==> config.mk <==
export PLATFORM = sky130hd
export DESIGN_NAME = hazard_ctrl
export DESIGN_NICKNAME = d
export VERILOG_FILES = /design/src/rtl/hazard_ctrl_pkg.sv /design/src/rtl/hz_scoreboard.sv /design/src/rtl/hazard_ctrl.sv
export SDC_FILE = /design/constraint.sdc
export NUM_CORES = 1
export LEC_CHECK = 0
export CORE_MARGIN = 5
export CORE_UTILIZATION = 45
export CTS_BUF_LIST = sky130_fd_sc_hd__clkbuf_4 sky130_fd_sc_hd__clkbuf_8 sky130_fd_sc_hd__clkbuf_16
export DETAILED_ROUTE_END_ITERATION = 10
export GPL_TIMING_DRIVEN = 0
export PLACE_DENSITY_LB_ADDON = 0.2
export SLEW_MARGIN = 15
export SYNTH_ARGS = -nofsm -noshare
export SYNTH_HDL_FRONTEND = slang
export SYNTH_SLANG_ARGS = --single-unit
==> constraint.sdc <==
create_clock -name CLK -period 2.9 [get_ports CLK]
set_input_delay 0.87 -clock CLK [delete_from_list [all_inputs] [get_ports CLK]]
set_output_delay 0.87 -clock CLK [all_outputs]
set_load 0.1 [all_outputs]
==> src/rtl/hazard_ctrl_pkg.sv <==
// Shared types for the pipeline hazard/forwarding controller.
// All hazard outputs are same-cycle combinational; state advances one step per clock.
package hazard_ctrl_pkg;

  typedef enum logic {
    RUN    = 1'b0,
    SQUASH = 1'b1
  } hz_state_t;

  // Single-bit fields per scoreboard entry: valid, we, load, use1, use2.
  localparam int HZ_ENT_FLAGS = 5;

  // Wide enough to hold FLUSH_CYCLES-1 for the largest legal FLUSH_CYCLES.
  localparam int HZ_FCNT_W = 3;

endpackage

==> src/rtl/hz_scoreboard.sv <==
// Shift register of in-flight instructions (slot 0 = EX) with per-slot address matches.
// Advances every clock with no hold; a cycle without push shifts a bubble into slot 0.
module hz_scoreboard
  import hazard_ctrl_pkg::*;
#(
  parameter int ADDR_W = 5,
  parameter int DEPTH = 3,
  parameter bit ZERO_REG = 1'b1,
  localparam int ENT_W = HZ_ENT_FLAGS + 3 * ADDR_W
) (
  input  logic              CLK,
  input  logic              RST,
  input  logic              push,
  input  logic [ENT_W-1:0]  push_ent,
  input  logic [ADDR_W-1:0] q1_addr,
  input  logic [ADDR_W-1:0] q2_addr,
  output logic              head_valid,
  output logic              head_load,
  output logic              head_use1,
  output logic              head_use2,
  output logic              id_hit1,
  output logic              id_hit2,
  output logic [DEPTH-1:1]  fwd_hit1,
  output logic [DEPTH-1:1]  fwd_hit2
);

  typedef struct packed {
    logic              valid;
    logic              we;
    logic              load;
    logic [ADDR_W-1:0] wa;
    logic [ADDR_W-1:0] ra1;
    logic [ADDR_W-1:0] ra2;
    logic              use1;
    logic              use2;
  } sb_entry_t;

  sb_entry_t slot_q [DEPTH];
  sb_entry_t slot_d [DEPTH];

  function automatic logic hit(input sb_entry_t e, input logic [ADDR_W-1:0] r);
    return e.valid & e.we & (e.wa == r) & ~(ZERO_REG & (r == '0));
  endfunction

  always_comb begin
    slot_d[0] = push ? sb_entry_t'(push_ent) : '0;
    for (int i = 1; i < DEPTH; i++) begin
      slot_d[i] = slot_q[i-1];
    end
  end

  always_ff @(posedge CLK or posedge RST) begin
    if (RST) begin
      for (int i = 0; i < DEPTH; i++) slot_q[i] <= '0;
    end else begin
      for (int i = 0; i < DEPTH; i++) slot_q[i] <= slot_d[i];
    end
  end

  // Slot 0 is matched against the ID sources; older slots against slot 0's own sources.
  always_comb begin
    id_hit1  = hit(slot_q[0], q1_addr);
    id_hit2  = hit(slot_q[0], q2_addr);
    fwd_hit1 = '0;
    fwd_hit2 = '0;
    for (int i = 1; i < DEPTH; i++) begin
      fwd_hit1[i] = hit(slot_q[i], slot_q[0].ra1);
      fwd_hit2[i] = hit(slot_q[i], slot_q[0].ra2);
    end
  end

  assign head_valid = slot_q[0].valid;
  assign head_load  = slot_q[0].load;
  assign head_use1  = slot_q[0].use1;
  assign head_use2  = slot_q[0].use2;

endmodule

==> src/rtl/hazard_ctrl.sv <==
// Hazard controller: EX forwarding selects, load-use stall, redirect squash FSM, event counters.
// Zero-latency combinational controls; stall holds the front end for one cycle per load-use.
module hazard_ctrl
  import hazard_ctrl_pkg::*;
#(
  parameter int ADDR_W = 5,
  parameter int DEPTH = 3,
  parameter int FLUSH_CYCLES = 1,
  parameter bit ZERO_REG = 1'b1,
  parameter int CNT_W = 16,
  localparam int SEL_W = $clog2(DEPTH)
) (
  input  logic              CLK,
  input  logic              RST,
  input  logic              id_valid,
  input  logic [ADDR_W-1:0] id_ra1,
  input  logic [ADDR_W-1:0] id_ra2,
  input  logic              id_use1,
  input  logic              id_use2,
  input  logic [ADDR_W-1:0] id_wa,
  input  logic              id_we,
  input  logic              id_load,
  input  logic              ex_redirect,
  output logic              stall,
  output logic              flush_id,
  output logic              flush_ex,
  output logic [SEL_W-1:0]  fwd_sel_a,
  output logic [SEL_W-1:0]  fwd_sel_b,
  output logic [CNT_W-1:0]  stall_cnt,
  output logic [CNT_W-1:0]  flush_cnt
);

  localparam int ENT_W = HZ_ENT_FLAGS + 3 * ADDR_W;

  typedef struct packed {
    logic              valid;
    logic              we;
    logic              load;
    logic [ADDR_W-1:0] wa;
    logic [ADDR_W-1:0] ra1;
    logic [ADDR_W-1:0] ra2;
    logic              use1;
    logic              use2;
  } sb_entry_t;

  sb_entry_t            id_ent;
  logic                 push;
  logic                 head_valid, head_load, head_use1, head_use2;
  logic                 id_hit1, id_hit2;
  logic [DEPTH-1:1]     fwd_hit1, fwd_hit2;
  logic                 redirect_eff, load_use, flush;

  hz_state_t            state_q, state_d;
  logic [HZ_FCNT_W-1:0] fcnt_q, fcnt_d;
  logic [CNT_W-1:0]     stall_cnt_q, stall_cnt_d;
  logic [CNT_W-1:0]     flush_cnt_q, flush_cnt_d;

  always_comb begin
    id_ent       = '0;
    id_ent.valid = 1'b1;
    id_ent.we    = id_we;
    id_ent.load  = id_load;
    id_ent.wa    = id_wa;
    id_ent.ra1   = id_ra1;
    id_ent.ra2   = id_ra2;
    id_ent.use1  = id_use1;
    id_ent.use2  = id_use2;
  end

  assign push = id_valid & ~stall & ~flush_ex;

  hz_scoreboard #(
    .ADDR_W   (ADDR_W),
    .DEPTH    (DEPTH),
    .ZERO_REG (ZERO_REG)
  ) u_sb (
    .CLK        (CLK),
    .RST        (RST),
    .push       (push),
    .push_ent   (ENT_W'(id_ent)),
    .q1_addr    (id_ra1),
    .q2_addr    (id_ra2),
    .head_valid (head_valid),
    .head_load  (head_load),
    .head_use1  (head_use1),
    .head_use2  (head_use2),
    .id_hit1    (id_hit1),
    .id_hit2    (id_hit2),
    .fwd_hit1   (fwd_hit1),
    .fwd_hit2   (fwd_hit2)
  );

  // Scanning oldest to youngest lets the youngest producer overwrite the select last.
  always_comb begin
    fwd_sel_a = '0;
    fwd_sel_b = '0;
    for (int k = DEPTH - 1; k >= 1; k--) begin
      if (head_valid & head_use1 & fwd_hit1[k]) fwd_sel_a = SEL_W'(k);
      if (head_valid & head_use2 & fwd_hit2[k]) fwd_sel_b = SEL_W'(k);
    end
  end

  assign redirect_eff = ex_redirect & head_valid & (state_q == RUN);
  assign load_use     = id_valid & head_valid & head_load &
                        ((id_use1 & id_hit1) | (id_use2 & id_hit2));
  assign flush        = redirect_eff | (state_q == SQUASH);
  assign stall        = load_use & ~flush;
  assign flush_id     = flush;
  assign flush_ex     = flush;
  assign stall_cnt    = stall_cnt_q;
  assign flush_cnt    = flush_cnt_q;

  always_comb begin
    state_d     = state_q;
    fcnt_d      = fcnt_q;
    stall_cnt_d = stall_cnt_q;
    flush_cnt_d = flush_cnt_q;
    case (state_q)
      RUN: begin
        if (redirect_eff && FLUSH_CYCLES > 1) begin
          state_d = SQUASH;
          fcnt_d  = HZ_FCNT_W'(FLUSH_CYCLES - 1);
        end
      end
      SQUASH: begin
        if (fcnt_q == HZ_FCNT_W'(1)) state_d = RUN;
        else                         fcnt_d  = fcnt_q - HZ_FCNT_W'(1);
      end
      default: state_d = RUN;
    endcase
    if (stall && stall_cnt_q != '1)        stall_cnt_d = stall_cnt_q + CNT_W'(1);
    if (redirect_eff && flush_cnt_q != '1) flush_cnt_d = flush_cnt_q + CNT_W'(1);
  end

  always_ff @(posedge CLK or posedge RST) begin
    if (RST) begin
      state_q     <= RUN;
      fcnt_q      <= '0;
      stall_cnt_q <= '0;
      flush_cnt_q <= '0;
    end else begin
      state_q     <= state_d;
      fcnt_q      <= fcnt_d;
      stall_cnt_q <= stall_cnt_d;
      flush_cnt_q <= flush_cnt_d;
    end
  end

endmodule
# Word level (Yosys, flattened, before mapping)
# Cells that the tools add are included.
word_totals:
  reg_bits: 70
  in_bits: 23
  wordCells: 85
classes:
  addsub: 3
  eq_ne: 9
  n_mux: 7
  bitwise: 41
  n_reduce_logical: 7
ops:
  columns: ["op", "count"]
  rows:
  - ["16-bit by 1-bit adder with 16-bit output, second input constant", 2]
  - ["16-bit != test, second input constant", 2]
  - ["1-bit AND", 31]
  - ["5-bit == test", 6]
  - ["5-bit zero test", 4]
  - ["20-bit two-way mux", 1]
  - ["2-bit two-way mux", 4]
  - ["1-bit NOT", 8]
  - ["3-bit by 1-bit == test with 1-bit output, second input constant", 1]
  - ["3-bit by 1-bit subtractor with 3-bit output, second input constant", 1]
  - ["1-bit logical AND", 2]
  - ["1-bit two-way mux", 2]
  - ["1-bit bitwise OR", 2]
  - ["2-bit AND reduction", 1]

# Longest topological paths before layout
# Gate-level depths: netlist of run 1.
depth:
  word_depth: 11
  ltp_mapped: 7

# Cells and area by module
# A second synthesis of run 1 with hierarchy kept.
unflattened:
  hier_cells: 283
  hier_area_um2: 3181.8
by_module_without_submodules:
  columns: ["mod", "n_inst", "cells_each", "area_each_um2", "seq_area_each_um2"]
  rows:
  - ["hazard_ctrl", 1, 170, 1795.5, 900.9]
  - ["hz_scoreboard", 1, 113, 1386.3, 850.8]

# Worst setup path after synthesis of run 1
# OpenSTA, ideal clock, no wires.
synth_path:
  path_type: "register -> output"
  from: "register u_sb.slot_d[13] (netlist name)"
  to: "output port fwd_sel_a[0]"
  arrival_time_ns: 3.586
  required_time_ns: 2.030
  path_slack_ns: -1.556
  path_stages_with_launch: 4
  cell_sequence: "dfrtp_1 xnor2_1 nand4_1 nor4_1"
synth_via:
  elab_chain_cells: 5
synth_rtl:
  columns: ["item", "line", "rtl"]
  rows:
  - ["5-bit == test", "hz_scoreboard.sv:42", "return e.valid & e.we & (e.wa == r) & ~(ZERO_REG & (r == '0));"]
  - ["1-bit AND (2 in series)", "hz_scoreboard.sv:42", null]
  - ["1-bit AND", "hazard_ctrl.sv:98", "if (head_valid & head_use1 & fwd_hit1[k]) fwd_sel_a = SEL_W'(k);"]
  - ["2-bit two-way mux", "hazard_ctrl.sv:98", null]
  - ["end, declared", "hazard_ctrl.sv:27", "output logic [SEL_W-1:0] fwd_sel_a,"]
# No other way between the ends.

# Worst setup path in the final report of run 1
layout_path:
  from: "input port id_ra2[0]"
  to: "output port stall"
layout_via:
  elab_chain_cells: 7
  word_cells_on_any_way: 9
layout_rtl:
  columns: ["item", "line", "rtl"]
  rows:
  - ["start, declared", "hazard_ctrl.sv:17", "input logic [ADDR_W-1:0] id_ra2,"]
  - ["5-bit == test or 5-bit zero test (tied branches)", "hz_scoreboard.sv:42", null]
  - ["1-bit AND or 1-bit NOT (tied branches)", "hz_scoreboard.sv:42", null]
  - ["1-bit AND *", "hz_scoreboard.sv:42", null]
  - ["1-bit AND *", "hazard_ctrl.sv:105", "((id_use1 & id_hit1) | (id_use2 & id_hit2));"]
  - ["1-bit bitwise OR *", "hazard_ctrl.sv:105", null]
  - ["1-bit AND *", "hazard_ctrl.sv:104", "assign load_use = id_valid & head_valid & head_load &"]
  - ["1-bit AND *", "hazard_ctrl.sv:107", "assign stall = load_use & ~flush;"]
  - ["end, declared", "hazard_ctrl.sv:24", "output logic stall,"]
# Mark *: on every way between the ends. The rest lies on a longest branch, timed or not.

==> flow_summary_export.csv, run 1 <==
group,metric,value,unit
status,status,"finished, violations left",
status,violations,"setup timing",
yosys,ys.flop_type,"dfrtp_1",
setup_path,critPathRequiredTime,2.03,ns
cts,clockBufferDepth,2,
hold_path,min_to,"u_sb.slot_q[19]",
power,leakage,1.97,nW
yosys,synth_edf_count,0,
placement,routabilityCongestion,0.832,
setup_path,slowest_stage,"o41ai_4",
cts,clk-insertion-delay-late,0.34,ns
yosys,synthesis.area,3160,sq um
cells_and_area,stdcell_count,451,
placement,placed_cells,428,
setup_path,crit_family,"compound AO/OA/AOI/OAI gates",
setup_path,path_class,"in -> out",
setup_path,startpoint_type,"primary input",
detailed_routing,vias,2234,
yosys,ys_types,39,
yosys,synth_top_area_share,0.554,
power,ir_drop,382,uV
cells_and_area,final_nets,378,
cts,ctsRootBufferMaster,"clkbuf_8",
setup_path,cp.buffers_inverters,2,
cts,htreeDepth,3,
hold_path,hold_depth,0,
cells_and_area,final_area,4250,sq um
setup_path,rrSetupSlack,0.73,ns
placement,dpl_cell_area,3970,sq um
timing,fin_skew,0.00761,ns
timing,tightest_slew,0.985,ns
timing,setup_tns,-0.0750,ns
setup_path,cp_cell_sequence,"buf_4 > xnor2_2 > nand3_2 > o41ai_4 > buf_6",
power,netSwitchingPower,0.830,mW
setup_path,cp_max_fo,3,
detailed_routing,wl_per_cell,15.2,um
flow_run,drv_cap,0,
detailed_routing,drt_pre_antenna_iters,4,
grt,grt_pass1_vias,2380,
detailed_routing,initialDrtViolationCount,118,
floorplanning,chipWidth,93.8,um
setup_path,critical_path.max_stage_delay,0.47,ns
setup_path,crit_start,"id_ra2[0]",
cells_and_area,area.growth.synth_to_final,34.5,%
timing,fin_ws,-0.0750,ns
timing,post-route-min-period,2.98,ns
floorplanning,initial_core_util,0.463,
cts,cts_tree,"done",
yosys,synthCells,270,
power,internal_power,1.62,mW
timing,fin_crit_sh,1.03,
floorplanning,die_y,93.8,um
cts,cts_sinks,70,
power,p_seq_frac,0.455,
timing,setup_viol,1,
yosys,synth.area.top_cells,"dfrtp_1 (55%), xor2_1 (8.6%), xnor2_1 (7.5%)",
yosys,async_flop_share,1.00,
detailed_routing,postRouteWirelength,6.87,mm
hold_path,hp-class,"reg -> reg",
timing,hold_viol,0,
yosys,seq_area_frac_synth,0.554,
detailed_routing,vias_per_cell,4.95,
grt,grt_usage,0.166,
floorplanning,ioPinCount,62,
setup_path,worst_r2r_path_depth,10,
hold_path,worstHoldStart,"u_sb.slot_d[19]",
power,clkPwrFrac,0.311,
detailed_routing,drc_errors,0,
yosys,yosysMostFrequentCell,"dfrtp_1",
placement,portBuffers,61,
power,p_comb_frac,0.233,
grt,grt_max_degree,45,
yosys,synth_commonest_cells,"dfrtp_1 (70), xor2_1 (31), xnor2_1 (27), and2_1 (19), nand2_1 (15)",
timing,rsz0062_at_grt,"true",
power,p_per_area,575,nW/um^2
yosys,avgSynthCellArea,11.7,sq um
cells_and_area,diodes,0,
cts,cts_made_buffers,9,
timing,max_slew_margin,0.342,
floorplanning,core,6830,sq um
grt,antenna_found_initial,0,
floorplanning,fp-row-count,30,
setup_path,arrival,2.11,ns
timing,drv_slew,0,
setup_path,end_kind,"primary output",
detailed_routing,ant_nets,0,
power,switching_share,0.339,
yosys,synth_seq_cells,70,
cells_and_area,fillerInstances,572,
yosys,synth_top_cell_by_area,"dfrtp_1",
yosys,syn_nets,297,
grt,gr-total-overflow,0,
placement,dp.final_hpwl,5.02,mm
setup_path,timing.rr.end,"u_sb.slot_d[38]",
cells_and_area,post_route_cells_drive_above_1_share,0.186,
setup_path,r2r_start,"u_sb.head_valid",
cts,path_clk_slew,0.07,ns
yosys,synth_warnings,0,
grt,grt_pass1_wl,11.3,mm
timing,max_freq,336,MHz
floorplanning,die-area,8800,sq um
[how the worst max path moves through the flow]
stage	endpoint	slack [ns]	cells after the start
4_1_cts	stall	-0.14	5
5_1_grt	stall	-0.11	5
2_1_floorplan	stall	-0.50	3
3_3_place_gp	stall	-1.59	5
6_report	stall	-0.08	5
3_5_place_dp	stall	-1.60	5
[cells by family (layout without fill, tap and decap cells)]
family / count (synthesis) / in the layout / synth area share
flip-flops: 70 / 70 / 0.554
buffers and inverters: 14 / 99 / 0.0226
AO/OA/AOI/OAI: 12 / 12 / 0.0364
AND/OR/NAND/NOR: 109 / 109 / 0.200
XOR/XNOR: 58 / 58 / 0.161
multiplexers: 3 / 3 / 0.0103
adder cells (fa/ha/maj): 4 / 4 / 0.0158
[flip-flops by register name (all words and copies together) (netlist names)]
signal	count
flush_cnt	16
fcnt_q	3
u_sb.slot_d	23
u_sb.head_valid	1
u_sb.head_use2	1
u_sb.slot_q	7
u_sb.head_use1	1
stall_cnt	16
state_q	1
u_sb.head_load	1
[cell usage in the layout, fill, tap and decap left out, drive strengths merged, types with 2 or more instances in the layout]
master	count
nor4	9
xnor2	27
nand2b	2
and4b	2
and2	19
clkdlybuf4s50	39
clkbuf	16
xor2	31
nor2	11
nand4	11
mux2	2
o211ai	2
clkinv	4
and3	5
or4	3
clkdlybuf4s15	3
dlygate4sd2	6
a21oi	3
ha	4
dfrtp	70
buf	19
and4	3
nand3	13
nor3	12
nand2	15
inv	10
[repair_timing]
item	CTS	global route
gates resized for setup	68	21
setup buffers	6	2
cloned	0	0
endpoints found under the setup margin	7	5
hold buffers	0	0
pin swaps	12	9
[power groups by stage]
stage	Combinational, mW	Clock, mW	Sequential, mW
after global placement	0.554	0	1.13
after CTS	0.572	0.781	1.11
after global routing	0.596	0.811	1.12
final	0.571	0.761	1.11
after floorplan	0.151	0	1.38
after detailed placement	0.565	0	1.13
[stage by stage]
step	hold slack [ns]	power, mW	utilization	setup WS (ns)
floorplan	0.354	1.53	-	-0.500
global placement	0.357	1.68	0.576	-1.59
detailed placement	0.360	1.70	0.581	-1.60
CTS	0.376	2.47	0.617	-0.141
global route	0.380	2.53	0.622	-0.108
finish	0.376	2.45	0.622	-0.0750
[area by class of cell]
type | count | area (sq um) | area share
buffer | 4 | 33.8 | 0.00795
clock buffer | 10 | 138 | 0.0324
sequential | 70 | 1750 | 0.412
inverter | 10 | 40.0 | 0.00942
multi-input combinational | 186 | 1450 | 0.342
tap | 96 | 120 | 0.0283
timing repair buffer | 70 | 664 | 0.156
clock inverter | 5 | 50.0 | 0.0118
[metal layers]
metal	track usage	wire [um]	vias up
met1	0.207	3010	1095
li1	-	-	1088
met4	0.0806	95	0
met5	0	0	-
met3	0.0417	288	9
met2	0.267	3480	42
No activity file was read; power rests on OpenSTA's default activity.
==> run 2, diff against run 1 <==
==> constraint.sdc (replaced) <==
create_clock -name CLK -period 2.44 [get_ports CLK]
set_input_delay 0.732 -clock CLK [delete_from_list [all_inputs] [get_ports CLK]]
set_output_delay 0.732 -clock CLK [all_outputs]
set_load 0.01 [all_outputs]
==> flow_summary_export.csv, run 2 (synthesized netlist as in run 1, its figures left out) <==
group,metric,value,unit
status,status,"finished, violations left",
status,violations,"setup timing",
timing,fin_skew,0.00429,ns
cells_and_area,final_util,0.621,
setup_path,worst_r2r_path_depth,9,
detailed_routing,wl_per_cell,14.7,um
cells_and_area,diodes,0,
timing,post-route-min-period,2.58,ns
power,power,2.70,mW
power,p_comb_frac,0.135,
cells_and_area,final_nets,382,
power,leakage,1.96,nW
timing,drv_slew,0,
setup_path,crit_start,"id_ra2[3]",
timing,fin_crit_sh,1.06,
power,clkPwrFrac,0.375,
timing,hold_slack,0.379,ns
setup_path,cp_cell_sequence,"buf_2 > or4_4 > a21oi_4 > o41ai_4 > buf_2",
hold_path,hold_depth,0,
power,internal_power,2.06,mW
cells_and_area,fillerInstances,582,
detailed_routing,drc_errors,0,
detailed_routing,ant_nets,0,
placement,dpl_cell_area,3940,sq um
setup_path,critical_path.max_stage_delay,0.54,ns
setup_path,crit_family,"simple AND/OR/NAND/NOR gates",
cts,clockBufferDepth,2,
timing,max_freq,387,MHz
cells_and_area,final_area,4240,sq um
detailed_routing,drt_pre_antenna_iters,4,
grt,grt_usage,0.164,
detailed_routing,postRouteWirelength,6.69,mm
cts,ctsRootBufferMaster,"clkbuf_8",
detailed_routing,vias,2250,
setup_path,critPathRequiredTime,1.71,ns
floorplanning,die_y,93.8,um
floorplanning,fp-row-count,30,
power,ir_drop,318,uV
setup_path,path_depth,5,
cells_and_area,final_common_cell,"dfrtp_1",
grt,antenna_found_initial,0,
cts,cts_made_buffers,9,
cts,htreeDepth,3,
cells_and_area,final_cell_mix,"dfrtp_1 (69), clkdlybuf4s50_1 (42), xor2_1 (31)",
placement,portBuffers,61,
setup_path,r2r_start,"state_q",
placement,routabilityCongestion,0.907,
hold_path,worstHoldStart,"u_sb.slot_d[19]",
power,switching_share,0.235,
timing,rsz0062_at_grt,"true",
hold_path,hp-class,"reg -> reg",
setup_path,slowest_stage,"or4_4",
detailed_routing,initialDrtViolationCount,72,
placement,dp.final_hpwl,5.01,mm
timing,hold_viol,0,
setup_path,path_class,"in -> out",
floorplanning,initial_core_util,0.463,
grt,gr-total-overflow,0,
cts,clk-insertion-delay-late,0.33,ns
floorplanning,ioPinCount,62,
cts,holdBufCountCts,0,
timing,setup_viol,4,
floorplanning,core,6830,sq um
timing,tightest_slew,0.453,ns
cells_and_area,largest_reg_flops,23,
grt,grt_pass1_vias,2302,
power,p_seq_frac,0.490,
cts,cts_tree,"done",
setup_path,startpoint_type,"primary input",
setup_path,cp.buffers_inverters,2,
setup_path,arrival,1.85,ns
cts,path_clk_slew,0.07,ns
power,p_per_area,636,nW/um^2
timing,fin_ws,-0.141,ns
timing,max_slew_margin,0.698,
cells_and_area,regArea,1750,sq um
floorplanning,chipWidth,93.8,um
flow_run,drv_cap,0,
floorplanning,die-area,8800,sq um
cells_and_area,post_route_cells_drive_above_1_share,0.183,
setup_path,cp_max_fo,3,
power,netSwitchingPower,0.634,mW
setup_path,critPathMostFrequentCell,"buf_2",
cells_and_area,area.growth.synth_to_final,34.2,%
cts,cts_sinks,70,
cells_and_area,multi_input_area,1400,sq um
grt,grt_pass1_wl,11.2,mm
setup_path,end_kind,"primary output",
detailed_routing,vias_per_cell,4.93,
grt,grt_max_degree,32,
[run 2: cell types whose count changed in the layout (fill, tap and decap cells not counted), moves of 3 or more]
cell             change
xnor2_1              +3
buf_2                +9
clkdlybuf4s50_1      +3
xnor2_2              -3
[run 2: path summary, 6_finish.rpt]
path	endpoint	slack [ns]
min in group asynchronous	flush_cnt[7]	0.72
worst max-delay path	stall	-0.14
worst min-delay path	u_sb.slot_q[19]	0.38
max in group asynchronous	u_sb.head_valid	1.27
worst min register to register	u_sb.slot_q[19]	0.38
worst max register to register	stall_cnt[4]	0.11
[run 2: cell type report]
| cell class | count | share of cell area |
|---|---|---|
| plain buffers | 4 | 0.00797 |
| clock buffers | 12 | 0.0360 |
| inverters | 10 | 0.00974 |
| clock inverters | 4 | 0.0165 |
| well taps | 96 | 0.0283 |
| repair buffers | 74 | 0.158 |
| multi-input cells | 186 | 0.330 |
| flip-flops and latches | 70 | 0.413 |
[run 2: layer usage]
metal,part of all wire,wire length [um],track usage
met1,0.45,3000,0.219
met2,0.48,3210,0.254
met3,0.053,357,0.0393
met4,0.020,131,0.0710
met5,0,0,0
[run 2: repair_timing]
| item | 4_1_cts | 5_1_grt |
|---|---|---|
| gates cloned | 0 | 0 |
| pin swaps | 15 | 9 |
| endpoints found under the setup margin | 27 | 19 |
| resized for setup | 64 | 9 |
| buffers inserted | 10 | 1 |
[run 2: metrics by stage]
step	setup WS [ns]	instances	TNS (ns)
floorplan	0.0261	270	0
global placement	-1.24	427	-15.65
detailed placement	-1.21	429	-16.04
CTS	-0.195	455	-0.477
global route	-0.213	456	-0.854
finish	-0.141	456	-0.309
[run 2: power by group through the flow]
stage               combinational, mW  clock, mW  sequential, mW
finish                          0.364       1.01            1.32
global route                    0.404       1.09            1.33
floorplan                       0.160          0            1.35
detailed placement              0.355          0            1.34
CTS                             0.367       1.04            1.32
global placement                0.342          0            1.34
==> edit, RTL diff (settings of run 1) <==
`ADDR_W` is set to 5 in 2 places; all go to 6.
--- a/src/rtl/hz_scoreboard.sv
+++ b/src/rtl/hz_scoreboard.sv
@@ -3,7 +3,7 @@
 module hz_scoreboard
   import hazard_ctrl_pkg::*;
 #(
-  parameter int ADDR_W = 5,
+  parameter int ADDR_W = 6,
   parameter int DEPTH = 3,
   parameter bit ZERO_REG = 1'b1,
   localparam int ENT_W = HZ_ENT_FLAGS + 3 * ADDR_W
--- a/src/rtl/hazard_ctrl.sv
+++ b/src/rtl/hazard_ctrl.sv
@@ -3,7 +3,7 @@
 module hazard_ctrl
   import hazard_ctrl_pkg::*;
 #(
-  parameter int ADDR_W = 5,
+  parameter int ADDR_W = 6,
   parameter int DEPTH = 3,
   parameter int FLUSH_CYCLES = 1,
   parameter bit ZERO_REG = 1'b1,
Ports: changed (resized id_ra1, id_ra2 and id_wa); port bits go from 62 to 65. The function was not compared with the original's and may differ.
==> edit against run 1 <==
- the flow still finishes with violations (negative setup slack)
- global-route usage decreased by 0.55 points
- routed wire length grew 3.8%
- design area up 7.2%
- area after synthesis up 7.7%
- hold slack better by 0.013 ns
- sequential cell count is 5 higher
- critical path depth increased by 1
- worst setup slack improved by 0.030 ns
- final cell count up 6.4%
- power up 3.8%
- critical path type unchanged
==> edit: results (changes against run 1) <==
Peak VDD IR=261 uV (-32%); r2r setup slk=0.56 ns (-0.17 ns); antenna cells=0 (unchanged); crit path from=id_ra2[1]; vias in the first global route=2531 (+6.3%); status=complete, but fails checks; asr flop ratio synth=1.00 (unchanged); Worst Path Arrival=2.07 ns (-0.04 ns); syn nets=327 (+10%); initial antenna violation count=0 (unchanged); failing checks=negative setup slack; hold crit path type=reg2reg; placed cell area=4240 um^2 (+6.8%); Slew @ Worst Pin=0.988 ns (+0.00381 ns); Leak=2.01 nW (+2.3%); first drt pass iteration count=4 (unchanged); Clock Skew=0.00916 ns (+0.00156 ns); filler cell count=635 (+11%); Seq/Total Area, Yosys=0.551 (-0.00297); final setup vio count=1 (unchanged); H-tree levels=3 (unchanged); r2r startpoint=u_sb.slot_d[42]; DRT Wirelength=7140 um (+3.8%); layout cells sized above 1=0.150 (-0.0363); CTS clk-pin slew, worst paths=0.07 ns (about the same); number of remaining DRC errors=0 (unchanged); main area contributors after synthesis=dfrtp_1 (55%), xnor2_1 (9.5%), xor2_1 (7.2%); top cells by count, synth=dfrtp_1 (75), xnor2_1 (37), xor2_1 (28), and2_1 (23), nand2_1 (21); Longest Clk Path Bufs=2 (unchanged); Final GP Congestion=0.811 (-2.5%); Reg2Reg Depth=7 (-3); worst setup margin=-0.0448 ns (+0.0302 ns); sw frac=0.338 (-0.00115); CP Max Fanout=3 (unchanged); Nets=407 (+7.7%); Vias=2440 (+9.2%); termination of the worst setup path=stall; Largest register FFs=27 (+17%); r2r endpoint=u_sb.slot_d[36]; largest net degree at the start of global routing=56 (+24%); first-pass GRT wire length=12200 um (+7.2%); 1st-iter DRT viols=77 (-35%); root buffer cell=clkbuf_8; Inserted Clock Buffers=9 (unchanged); max incr delay on CP=0.29 ns (-0.18 ns); clk_lat worst skew=0.34 ns (about the same); Total GRT Usage=0.160 (-0.00546); crit path max-delay cell type=dlygate4sd2_1; port buffer count=64 (+4.9%); half-perimeter wire length after placement=5330 um (+6.2%); Synth Warn #=0 (unchanged); Synth cell types=39 (unchanged); setup_tns=-0.0448 ns (+0.0302 ns)
edit: cell types whose count changed after synthesis, sizes merged, moves of 4 or more:
| cell | run 1 | this run |
|---|---|---|
| inv | 10 | 5 |
| nand2 | 15 | 21 |
| and2 | 19 | 23 |
| dfrtp | 70 | 75 |
| nand4 | 11 | 15 |
| xnor2 | 27 | 37 |
edit: logic make-up (layout without fill, tap and decap cells):
logic type / Yosys count / in the layout / share of synthesized area
xor+xnor: 65 / 65 / 0.167
buf+inv: 10 / 94 / 0.0143
mux: 3 / 3 / 0.00919
compound gates: 19 / 19 / 0.0386
simple gates: 121 / 121 / 0.205
fa+ha+maj: 4 / 4 / 0.0147
flops: 75 / 75 / 0.551
edit: worst min-delay path by stage:
stage | startpoint | to | slack [ns] | cells after the start
3_3_place_gp | u_sb.slot_d[22] | u_sb.slot_q[22] | 0.36 | 0
6_report | u_sb.slot_d[22] | u_sb.slot_q[22] | 0.39 | 0
2_1_floorplan | u_sb.slot_d[21] | u_sb.slot_q[21] | 0.35 | 0
3_5_place_dp | u_sb.slot_d[22] | u_sb.slot_q[22] | 0.37 | 0
4_1_cts | u_sb.slot_d[22] | u_sb.slot_q[22] | 0.39 | 0
5_1_grt | u_sb.slot_d[22] | u_sb.slot_q[22] | 0.41 | 0
edit: worst max-delay path, delay by kind of cell:
kind	cells	cell delay (ns)
simple gates	2	0.43
xor+xnor	1	0.17
compound gates	1	0.10
buf+inv	2	0.50
edit: final cells by class:
type,instances,area [um^2],area share
multi-input combinational,212,1620,0.355
tap,99,124,0.0272
inverter,5,21.3,0.00467
timing repair buffer,69,699,0.154
sequential,75,1880,0.412
clock buffer,10,131,0.0288
buffer,5,30.0,0.00659
clock inverter,5,55.1,0.0121
edit: metrics by stage:
stage                     setup slack (ns)  instances
after detailed placement             -1.39        461
after global routing                -0.137        480
after CTS                          -0.0112        480
after floorplan                     -0.139        297
after global placement               -1.36        460
final                              -0.0448        480
edit: power groups by stage:
stage	combinational (mW)	clock, mW	sequential (mW)
2_1_floorplan	0.153	0	1.46
3_3_place_gp	0.553	0	1.22
3_5_place_dp	0.563	0	1.22
4_1_cts	0.570	0.792	1.20
5_1_grt	0.604	0.835	1.22
6_report	0.566	0.768	1.20
edit: routing by layer:
layer | GRT usage | share of wire | vias to the layer above
met1 | 0.199 | 0.45 | 1176
met2 | 0.257 | 0.48 | 67
li1 | - | - | 1189
met4 | 0.0756 | 0.015 | 0
met3 | 0.0446 | 0.053 | 8
met5 | 0 | 0 | -
edit: repair_timing:
item,4_1_cts,5_1_grt
buffers inserted,4,0
endpoints found under the setup margin,19,6
hold buffers,0,0
hold endpoints to repair,0,0
pin swaps,8,1
gates resized for setup,80,7
